File: src/rtl/jtag_tap_emulator.sv
// Soft IEEE 1149.1 TAP controller exposing the ER1/ER2 user-register interface.
// Optional macro JTAG_IDCODE_EN adds the IDCODE instruction and 32-bit IDCODE register.
module jtag_tap_emulator #(
    parameter int                IR_LEN     = 8,
    parameter logic [31:0]       IDCODE_VAL = 32'h41111043,
    parameter logic [IR_LEN-1:0] IDCODE_OP  = 8'hE0,
    parameter logic [IR_LEN-1:0] ER1_OP     = 8'h32,
    parameter logic [IR_LEN-1:0] ER2_OP     = 8'h38,
    parameter logic [IR_LEN-1:0] BYPASS_OP  = 8'hFF
) (
    input  logic JTCK,
    input  logic JRST,
    input  logic TMS,
    input  logic TDI,
    output logic TDO,
    output logic TDO_OE,
    output logic JTDI,
    output logic JSHIFT,
    output logic JUPDATE,
    output logic JRSTN,
    output logic JCE1,
    output logic JCE2,
    output logic JRTI1,
    output logic JRTI2,
    input  logic JTD1,
    input  logic JTD2
);

    typedef enum logic [3:0] {
        ST_TLR,
        ST_RTI,
        ST_SEL_DR,
        ST_CAP_DR,
        ST_SH_DR,
        ST_EX1_DR,
        ST_PAU_DR,
        ST_EX2_DR,
        ST_UPD_DR,
        ST_SEL_IR,
        ST_CAP_IR,
        ST_SH_IR,
        ST_EX1_IR,
        ST_PAU_IR,
        ST_EX2_IR,
        ST_UPD_IR
    } tap_state_t;

    typedef enum logic [1:0] {
        DR_BYPASS,
        DR_IDCODE,
        DR_ER1,
        DR_ER2
    } dr_sel_t;

`ifdef JTAG_IDCODE_EN
    localparam logic [IR_LEN-1:0] IR_RESET = IDCODE_OP;
`else
    localparam logic [IR_LEN-1:0] IR_RESET = BYPASS_OP;
    logic unused_idcode_cfg;
    assign unused_idcode_cfg = ^{IDCODE_VAL, IDCODE_OP};
`endif

    // Capture-IR pattern: LSB shifts out first as 1, then zeros.
    localparam logic [IR_LEN-1:0] IR_CAPTURE = {{(IR_LEN-1){1'b0}}, 1'b1};

    tap_state_t        state_reg;
    tap_state_t        state_next;
    logic [IR_LEN-1:0] ir_reg;
    logic [IR_LEN-1:0] ir_shift_reg;
    logic [IR_LEN-1:0] ir_shift_in;
    logic              bypass_reg;
    logic              tdo_reg;
    logic              tdo_oe_reg;
    logic              tdo_next;
    dr_sel_t           dr_sel;
`ifdef JTAG_IDCODE_EN
    logic [31:0]       idcode_reg;
`endif

    // TAP state transitions on TMS.
    always_comb begin
        state_next = state_reg;
        case (state_reg)
            ST_TLR:    state_next = TMS ? ST_TLR    : ST_RTI;
            ST_RTI:    state_next = TMS ? ST_SEL_DR : ST_RTI;
            ST_SEL_DR: state_next = TMS ? ST_SEL_IR : ST_CAP_DR;
            ST_CAP_DR: state_next = TMS ? ST_EX1_DR : ST_SH_DR;
            ST_SH_DR:  state_next = TMS ? ST_EX1_DR : ST_SH_DR;
            ST_EX1_DR: state_next = TMS ? ST_UPD_DR : ST_PAU_DR;
            ST_PAU_DR: state_next = TMS ? ST_EX2_DR : ST_PAU_DR;
            ST_EX2_DR: state_next = TMS ? ST_UPD_DR : ST_SH_DR;
            ST_UPD_DR: state_next = TMS ? ST_SEL_DR : ST_RTI;
            ST_SEL_IR: state_next = TMS ? ST_TLR    : ST_CAP_IR;
            ST_CAP_IR: state_next = TMS ? ST_EX1_IR : ST_SH_IR;
            ST_SH_IR:  state_next = TMS ? ST_EX1_IR : ST_SH_IR;
            ST_EX1_IR: state_next = TMS ? ST_UPD_IR : ST_PAU_IR;
            ST_PAU_IR: state_next = TMS ? ST_EX2_IR : ST_PAU_IR;
            ST_EX2_IR: state_next = TMS ? ST_UPD_IR : ST_SH_IR;
            ST_UPD_IR: state_next = TMS ? ST_SEL_DR : ST_RTI;
            default:   state_next = ST_TLR;
        endcase
    end

    // Instruction decode; anything not recognised falls back to bypass.
    always_comb begin
        dr_sel = DR_BYPASS;
        if (ir_reg == ER1_OP) begin
            dr_sel = DR_ER1;
        end else if (ir_reg == ER2_OP) begin
            dr_sel = DR_ER2;
        end
`ifdef JTAG_IDCODE_EN
        else if (ir_reg == IDCODE_OP) begin
            dr_sel = DR_IDCODE;
        end
`endif
    end

    // IR shift path: each bit takes its upper neighbour, TDI enters the MSB.
    generate
        for (genvar gi = 0; gi < IR_LEN; gi++) begin : g_ir_bit
            if (gi == IR_LEN - 1) begin : g_msb
                assign ir_shift_in[gi] = TDI;
            end else begin : g_lower
                assign ir_shift_in[gi] = ir_shift_reg[gi+1];
            end
        end
    endgenerate

    always_ff @(posedge JTCK or posedge JRST) begin
        if (JRST) begin
            state_reg    <= ST_TLR;
            ir_reg       <= IR_RESET;
            ir_shift_reg <= '0;
        end else begin
            state_reg <= state_next;
            if (state_next == ST_TLR) begin
                ir_reg <= IR_RESET;
            end else if (state_reg == ST_UPD_IR) begin
                ir_reg <= ir_shift_reg;
            end
            if (state_reg == ST_CAP_IR) begin
                ir_shift_reg <= IR_CAPTURE;
            end else if (state_reg == ST_SH_IR) begin
                ir_shift_reg <= ir_shift_in;
            end
        end
    end

    // Internal data registers; ER1/ER2 data lives in the user cores.
    always_ff @(posedge JTCK or posedge JRST) begin
        if (JRST) begin
            bypass_reg <= 1'b0;
        end else if (dr_sel == DR_BYPASS) begin
            if (state_reg == ST_CAP_DR) begin
                bypass_reg <= 1'b0;
            end else if (state_reg == ST_SH_DR) begin
                bypass_reg <= TDI;
            end
        end
    end

`ifdef JTAG_IDCODE_EN
    always_ff @(posedge JTCK or posedge JRST) begin
        if (JRST) begin
            idcode_reg <= '0;
        end else if (dr_sel == DR_IDCODE) begin
            if (state_reg == ST_CAP_DR) begin
                idcode_reg <= IDCODE_VAL;
            end else if (state_reg == ST_SH_DR) begin
                idcode_reg <= {TDI, idcode_reg[31:1]};
            end
        end
    end
`endif

    always_comb begin
        tdo_next = 1'b0;
        if (state_reg == ST_SH_IR) begin
            tdo_next = ir_shift_reg[0];
        end else if (state_reg == ST_SH_DR) begin
            case (dr_sel)
                DR_ER1:    tdo_next = JTD1;
                DR_ER2:    tdo_next = JTD2;
`ifdef JTAG_IDCODE_EN
                DR_IDCODE: tdo_next = idcode_reg[0];
`endif
                default:   tdo_next = bypass_reg;
            endcase
        end
    end

    // TDO launches on the falling edge so the far end can sample on the next rise.
    always_ff @(negedge JTCK or posedge JRST) begin
        if (JRST) begin
            tdo_reg    <= 1'b0;
            tdo_oe_reg <= 1'b0;
        end else begin
            tdo_reg    <= tdo_next;
            tdo_oe_reg <= (state_reg == ST_SH_IR) || (state_reg == ST_SH_DR);
        end
    end

    assign TDO    = tdo_reg;
    assign TDO_OE = tdo_oe_reg;
    assign JTDI   = TDI;

    // User-side strobes are Moore outputs, forced idle while JRST is held.
    always_comb begin
        JRSTN   = ~JRST && (state_reg != ST_TLR);
        JSHIFT  = ~JRST && (state_reg == ST_SH_DR);
        JUPDATE = ~JRST && (state_reg == ST_UPD_DR);
        JCE1    = ~JRST && ((state_reg == ST_CAP_DR) || (state_reg == ST_SH_DR))
                  && (ir_reg == ER1_OP);
        JCE2    = ~JRST && ((state_reg == ST_CAP_DR) || (state_reg == ST_SH_DR))
                  && (ir_reg == ER2_OP);
        JRTI1   = ~JRST && (state_reg == ST_RTI) && (ir_reg == ER1_OP);
        JRTI2   = ~JRST && (state_reg == ST_RTI) && (ir_reg == ER2_OP);
    end

endmodule
File: config.mk
export PLATFORM = sky130hd
export DESIGN_NAME = jtag_tap_emulator
export DESIGN_NICKNAME = d
export VERILOG_FILES = /design/src/rtl/jtag_tap_emulator.sv
export SDC_FILE = /design/constraint.sdc
export NUM_CORES = 1
export LEC_CHECK = 0
export ABC_CLOCK_PERIOD_IN_PS = 6470
export CORE_UTILIZATION = 58
export CTS_CLUSTER_DIAMETER = 120
export DETAILED_ROUTE_END_ITERATION = 10
export PLACE_DENSITY_LB_ADDON = 0.08
export SETUP_SLACK_MARGIN = 0.1
export SYNTH_ARGS = -nofsm -noshare
export SYNTH_HDL_FRONTEND = slang
export SYNTH_SLANG_ARGS = --single-unit
File: constraint.sdc
create_clock -name JTCK -period 6.47 [get_ports JTCK]
set_clock_uncertainty 0.1 [all_clocks]
set_input_delay 0.9705 -clock JTCK [delete_from_list [all_inputs] [get_ports JTCK]]
set_output_delay 0.9705 -clock JTCK [all_outputs]
set_load 0.1 [all_outputs]
; Word-level counts from Yosys, hierarchy flattened
; Index checks and enable logic that the tools add are counted.
[word_totals]
register_bits = 23
in_bits = 6
out_inout_bits = 10
wordCells = 72
[classes]
n_eq_ne = 19
n_mux = 24
bitwise = 1
reduce_logical = 22
[ops]
columns = cell, n
row1 = case mux 4 bit (12 select lines), 1
row2 = equality test 4 bit (second input constant), 8
row3 = two-way mux 8 bit, 4
row4 = equality test 4 x 3 -> 1 bit (second input constant), 4
row5 = equality test 8 x 6 -> 1 bit (second input constant), 2
row6 = two-way mux 4 bit, 4
row7 = two-way mux 2 bit, 5
row8 = logical AND 1 bit, 9
row9 = equality test 4 x 2 -> 1 bit (second input constant), 2
row10 = logical NOT 4 bit, 2
row11 = two-way mux 1 bit, 7
row12 = two-way mux 3 bit, 2
row13 = nonzero test 2 bit, 3
row14 = equality test 2 bit (second input constant), 2
row15 = equality test 4 x 1 -> 1 bit (second input constant), 1
row16 = nonzero test 4 bit, 1
row17 = OR reduction 2 bit, 2
row18 = OR reduction 3 bit, 1
row19 = logical NOT 2 bit, 1
row20 = logical OR 1 bit, 2
row21 = case mux 1 bit (2 select lines), 1
row22 = AND reduction 2 bit, 1
row23 = inverter 1 bit, 1

; Longest topological paths before layout
; Gate-level depths: netlist of run 1.
[depth]
word_depth = 7
ltp_mapped = 6
ltp_nobuf = 4

==> impl_results.md, run 1 <==
- GR Util met3: 4.05%
- CTS tree: yes
- Synth warnings: 0
- First-pass GRT wire length: 4820 um
- Worst-Margin Slew: 0.981 ns
- Synth Area in XOR/XNOR: 0.675%
- Gates resized, CTS repair: 0
- Ports: 16
- DPL Wire Length: 1970 um
- Max clock buf depth: 2
- Synth top area share: 25.1%
- Die footprint: 2430 sq um
- Maxcap violations: 0
- Cts hold-fix bufs: 0
- Number of global-route vias before repair: 1077
- Post-CTS setup buffers: 0
- Dominant combinational cell family by area after synthesis: simple AND/OR/NAND/NOR gates
- Layout cell share with drive strength beyond 1: 14.8%
- Synth top cells by count: nand2_1, nor2_1, dfrtp_1
- Initial antenna violation count: 0
- Unrepaired setup endpoints after global routing: false
- ANT cells: 0
- Yosys reg bits: 23
- Status: finished clean
- Total CTS buffers: 3
- Total vias in the final route: 1070
- Drt drc: 0
- Clk slew on worst S/H paths: 0.12 ns
- Fin Hold WS: 0.436 ns
- Layout Area Growth over Synthesis: 13.1%
- Maximum vdd ir drop: 373 uV
- 1st-pass router iterations: 4
- Hold Fails Final Rpt: 0
- Pwr per Cell Area: 452 nW/um^2
- Fillers: 175
- Post-Syn Area: 1300 sq um
- Placed inst area: 1440 sq um
- Nets@finish: 162
- P_leak: 0.000621 uW
- Setup TNS: 0 ns
- Die height: 49.3 um
- Mux cell area share after synthesis: 6.27%
- R2r startpoint: ir_reg[4]
- Total track usage: 26.3%
- Critical path fanouts, max: 4
- Avg Cell Area, Syn: 8.95 sq um
- Vias per inst: 5.88
- Total gr overflow: 0
- Core area: 2020 sq um
- Synth Area in Compound Gates: 18.8%
- CP Capture Type: register
- Grt met1 use: 35.0%
- Final Max Slew Viols: 0
- Post-DR wirelength/cell: 15.2 um
- Routability cong.: 0.801
- Hold Crit Endpoint: ir_shift_reg[4]
- Post-Synth Adder-Cell Area: 0%
- EDFF count, synth: 0
- Post-DRT Antenna Nets: 0
- Total power: 664 uW
- Cells on worst reg2reg path: 4
- Main synth FF type: dfrtp_1
- WL final: 2760 um
- CTS Sinks: 23
- Global route hottest layer: met2
- Later-pin clock latency in the skew report: 0.32 ns
- H-Tree Depth: 1
- Largest net degree at the start of global routing: 27
- Width of the chip: 49.3 um
- Cells after Synth: 145
- WP data arrival: 2.15 ns
- Synth area leaders: dfrtp_1, dfstp_2, nand2_1, mux2i_1, o21ai_1
- Post-synth cell types: 45
- Worst path required time: 3.27 ns
- Most frequent cell after synthesis: nand2_1
- Startpoint Class: register
- CP max stage delay: 0.54 ns
- Cell Chain, Critical Path: or4b_4 -> or4_4 -> o21bai_1 -> o32ai_1
- Biggest area consumer among synthesized cells: dfrtp_1
- Initial Util: 64.2%
- FP Rows: 16
- Hold depth: 2
- Ys async rst share: 100%
- Critical path class: register to register
- Reg2reg setup slack: 1.12 ns
- Hold path start: ir_shift_reg[4]
- Area of the multi-input gates: 649 sq um
- Worst slew margin: 34.4%
- Initial DRC Count: 26
- Worst flop-to-flop path endpoint: TDO
- Final instance area: 1470 sq um
- Seq/Total Area, Yosys: 45.1%
- PortBufs: 15
- Mapped Nets: 151
- GR Layer Usage met2: 42.2%
- Clock root cell: clkbuf_4
- Post-Synth Simple-Gate Area: 24.3%
- Critical path's slowest cell: dfstp_2
- Hold Path Class: register to register
- # setup viols final: 0
- FF/Latch Area: 586 sq um
## logic make-up (layout without fill, tap and decap cells)
kind of cell | Yosys count | in the layout
AO/OA/AOI/OAI | 38 | 38
XOR/XNOR | 1 | 1
buffers and inverters | 15 | 25
flip-flops | 23 | 23
multiplexers | 8 | 8
AND/OR/NAND/NOR | 60 | 60
## routing by layer
layer | vias up | part of all wire, %
met5 | - | 0
met2 | 36 | 48
li1 | 538 | -
met3 | 2 | 6.1
met1 | 494 | 45
met4 | 0 | 0.22
## placed cells by master (no fill, tap or decap), types with 2 or more instances in the layout
master,n
a211oi_1,4
a21oi_1,3
buf_4,3
clkbuf_4,3
clkdlybuf4s50_1,13
dfrtn_1,2
dfrtp_1,13
dfstp_2,8
inv_1,4
mux2i_1,7
nand2_1,22
nand2b_1,2
nand3_1,3
nand3b_1,2
nor2_1,14
nor2b_1,2
nor3_1,2
nor4_1,2
o21a_1,2
o21ai_0,8
o21ai_1,11
or4b_4,2
## power breakdown
part	switching (uW)	internal, uW
Combinational	194	109
Sequential	90.1	205
Clock	43.1	23.2
Total	327	337
## worst max-delay path by stage
stage	start	to	slack, ns	depth (start not counted)
6_report	ir_reg[4]	TDO	1.12	4
3_3_place_gp	JTD1	TDO	1.12	4
5_1_grt	ir_reg[4]	TDO	1.08	4
4_1_cts	ir_reg[4]	TDO	1.12	4
3_5_place_dp	JTD1	TDO	1.08	4
2_1_floorplan	TDO	TDO	1.22	0
## final cells by class
cell class              count  share of cell area [%]
multi-input cells         107                    44.2
flip-flops and latches     23                    39.9
repair buffers             16                    10.4
well taps                  27                    2.30
clock buffers               3                    1.53
inverters                   5                    1.28
clock inverters             1                   0.341
## critical path, delay by kind of cell, from the launching register on
kind | cells | cell delay, ns
simple gates | 2 | 1.01
flops | 1 | 0.54
compound gates | 2 | 0.28
## metrics by stage
step | std cells | setup slack [ns] | util (%)
floorplan | 145 | 1.22 | -
global placement | 178 | 1.12 | 71.2
detailed placement | 178 | 1.08 | 71.2
CTS | 182 | 1.12 | 72.6
global route | 182 | 1.08 | 72.6
finish | 182 | 1.12 | 72.6
No activity file was read; power rests on OpenSTA's default activity.
==> run 2, diff against run 1 <==
--- a/config.mk
+++ b/config.mk
@@ -5,8 +5,8 @@
 export SDC_FILE = /design/constraint.sdc
 export NUM_CORES = 1
 export LEC_CHECK = 0
-export ABC_CLOCK_PERIOD_IN_PS = 6470
-export CORE_UTILIZATION = 58
+export ABC_CLOCK_PERIOD_IN_PS = 4800
+export CORE_UTILIZATION = 49
 export CTS_CLUSTER_DIAMETER = 120
 export DETAILED_ROUTE_END_ITERATION = 10
 export PLACE_DENSITY_LB_ADDON = 0.08
==> constraint.sdc (replaced) <==
create_clock -name JTCK -period 4.8 [get_ports JTCK]
set_clock_uncertainty 0.1 [all_clocks]
set_input_delay 0.72 -clock JTCK [delete_from_list [all_inputs] [get_ports JTCK]]
set_output_delay 0.72 -clock JTCK [all_outputs]
set_load 0.1 [all_outputs]
==> impl_results.md, run 2 (synthesis results as in run 1) <==
- Status: finished clean
- Total vias in the final route: 1095 (+2.3%)
- Die footprint: 2860 sq um (+18%)
- Startpoint Class: register
- CTS Sinks: 23 (unchanged)
- Later-pin clock latency in the skew report: 0.33 ns (about the same)
- H-Tree Depth: 1 (unchanged)
- Gates resized, CTS repair: 0 (unchanged)
- Fin Hold WS: 0.430 ns (-0.00611 ns)
- Max clock buf depth: 2 (unchanged)
- Sw Ratio: 49.1% (-0.088 points)
- Critical path class: register to register
- WL final: 2890 um (+4.6%)
- Combinational group share of total power: 50.7% (+5.1 points)
- Hold Fails Final Rpt: 0 (unchanged)
- Nets@finish: 165 (+1.9%)
- Sequential Power Share: 38.8% (-5.6 points)
- Worst slew margin: 35.0% (+0.58 points)
- Non-filler cells, final: 188 (+3.3%)
- Pwr per Cell Area: 618 nW/um^2 (+37%)
- Initial Util: 51.9% (-12 points)
- Post-DR wirelength/cell: 15.3 um (+1.2%)
- Largest net degree at the start of global routing: 26 (-3.7%)
- WP data arrival: 2.16 ns (about the same)
- Layout cell share with drive strength beyond 1: 18.4% (+3.5 points)
- Post-CTS setup buffers: 0 (unchanged)
- Drt drc: 0 (unchanged)
- Critical path fanouts, max: 4 (unchanged)
- Total CTS buffers: 3 (unchanged)
- CP max stage delay: 0.56 ns (+0.02 ns)
- Wl on met1: 1480 um (+18%)
- Cell internal pwr: 469 uW (+39%)
- Placed inst area: 1460 sq um (+1.3%)
- DPL Wire Length: 2040 um (+3.1%)
- Routability cong.: 0.810 (+1.1%)
- Cts hold-fix bufs: 0 (unchanged)
- Layout Area Growth over Synthesis: 14.8%
- Psw: 452 uW (+38%)
- # setup viols final: 0 (unchanged)
- Cell Chain, Critical Path: or4b_4 -> or4_4 -> o21bai_1 -> o32ai_1
- Final instance area: 1490 sq um (+1.4%)
- CP Capture Type: register
- Clock network power share: 10.5% (+0.5 points)
- P_leak: 0.000638 uW (+2.7%)
- Total track usage: 23.4% (-2.9 points)
- Number of global-route vias before repair: 965 (-10%)
- Post-DRT Antenna Nets: 0 (unchanged)
- Maximum vdd ir drop: 531 uV (+43%)
- Initial DRC Count: 22 (-15%)
- ANT cells: 0 (unchanged)
- Worst path required time: 2.46 ns (-0.81 ns)
- First-pass GRT wire length: 4660 um (-3.2%)
- Initial antenna violation count: 0 (unchanged)
- Clk slew on worst S/H paths: 0.14 ns (+0.02 ns)
- CTS tree: yes
- Commonest non-fill, non-tap cell in the layout: nand2_1
- Total gr overflow: 0 (unchanged)
- Clock root cell: clkbuf_4
- Unrepaired setup endpoints after global routing: false
- PortBufs: 15 (unchanged)
- Met3 Routed Length: 129 um (-23%)
- Ports: 16 (unchanged)
- Core area: 2500 sq um (+24%)
- FP Rows: 18 (+2)
- 1st-pass router iterations: 4 (unchanged)
- Worst-Margin Slew: 0.973 ns (-0.00866 ns)
- Critical path's slowest cell: dfstp_2
- Vias per inst: 5.82 (-0.93%)
- Final Max Slew Viols: 0 (unchanged)
- Setup TNS: 0 ns (unchanged)
- Most frequent cells in the layout: nand2_1, nor2_1, dfrtp_1, o21ai_1, clkdlybuf4s50_1
- Die height: 53.5 um (+8.4%)
- Max Used Layer: met4
- Hold Path Class: register to register
- Maxcap violations: 0 (unchanged)
- WL met2: 1220 um (-8.5%)
- Width of the chip: 53.5 um (+8.4%)
- Placed cell count: 184 (+3.4%)
[run 2: cell count changes in the layout (fill, tap and decap cells not counted), sizes merged]
cell / previous run / this run
clkinvlp: 0 / 1
buf: 3 / 9
clkdlybuf4s50: 13 / 10
clkinv: 1 / 0
[run 2: stage by stage]
step | total power (uW) | util [%] | setup WS [ns]
2_1_floorplan | 712 | - | 0.218
3_3_place_gp | 807 | 58.4 | 0.399
3_5_place_dp | 824 | 58.4 | 0.348
4_1_cts | 922 | 59.6 | 0.311
5_1_grt | 992 | 59.6 | 0.258
6_report | 921 | 59.6 | 0.303
[run 2: final timing paths]
kind,endpoint,slack (ns),depth (start not counted),from
max,TDO,0.30,4,ir_reg[4]
min,ir_shift_reg[4],0.43,2,ir_shift_reg[4]
max reg2reg,TDO,0.30,4,ir_reg[4]
min reg2reg,ir_shift_reg[4],0.43,2,ir_shift_reg[4]
max in group asynchronous,TDO,1.58,2,JRST
min in group asynchronous,state_reg[0],0.82,3,JRST
[run 2: worst max-delay path, delay by kind of cell (launching register included)]
kind / cells / cell delay (ns)
AOI/OAI and AO/OA: 2 / 0.26
and+or+nand+nor: 2 / 1.02
DFF: 1 / 0.56
[run 2: cell type report]
type	instances	area (sq um)
Timing Repair Buffer	19	168
Fill cell	233	1010
Clock buffer	3	22.5
Tap cell	30	37.5
Sequential cell	23	586
Clock inverter	1	7.51
Multi-Input combinational cell	107	649
Inverter	5	18.8
[run 2: power groups by stage]
stage / combinational [uW] / sequential (uW) / clock [uW]
finish: 467 / 357 / 97.1
global route: 516 / 369 / 106
CTS: 466 / 355 / 102
detailed placement: 465 / 359 / 0
global placement: 453 / 354 / 0
floorplan: 355 / 358 / 0
[run 2: per-layer routing]
layer / vias up / track usage (%)
met5: - / 0
met1: 516 / 33.2
met4: 0 / 11.0
met3: 7 / 3.45
met2: 31 / 34.4
li1: 541 / -
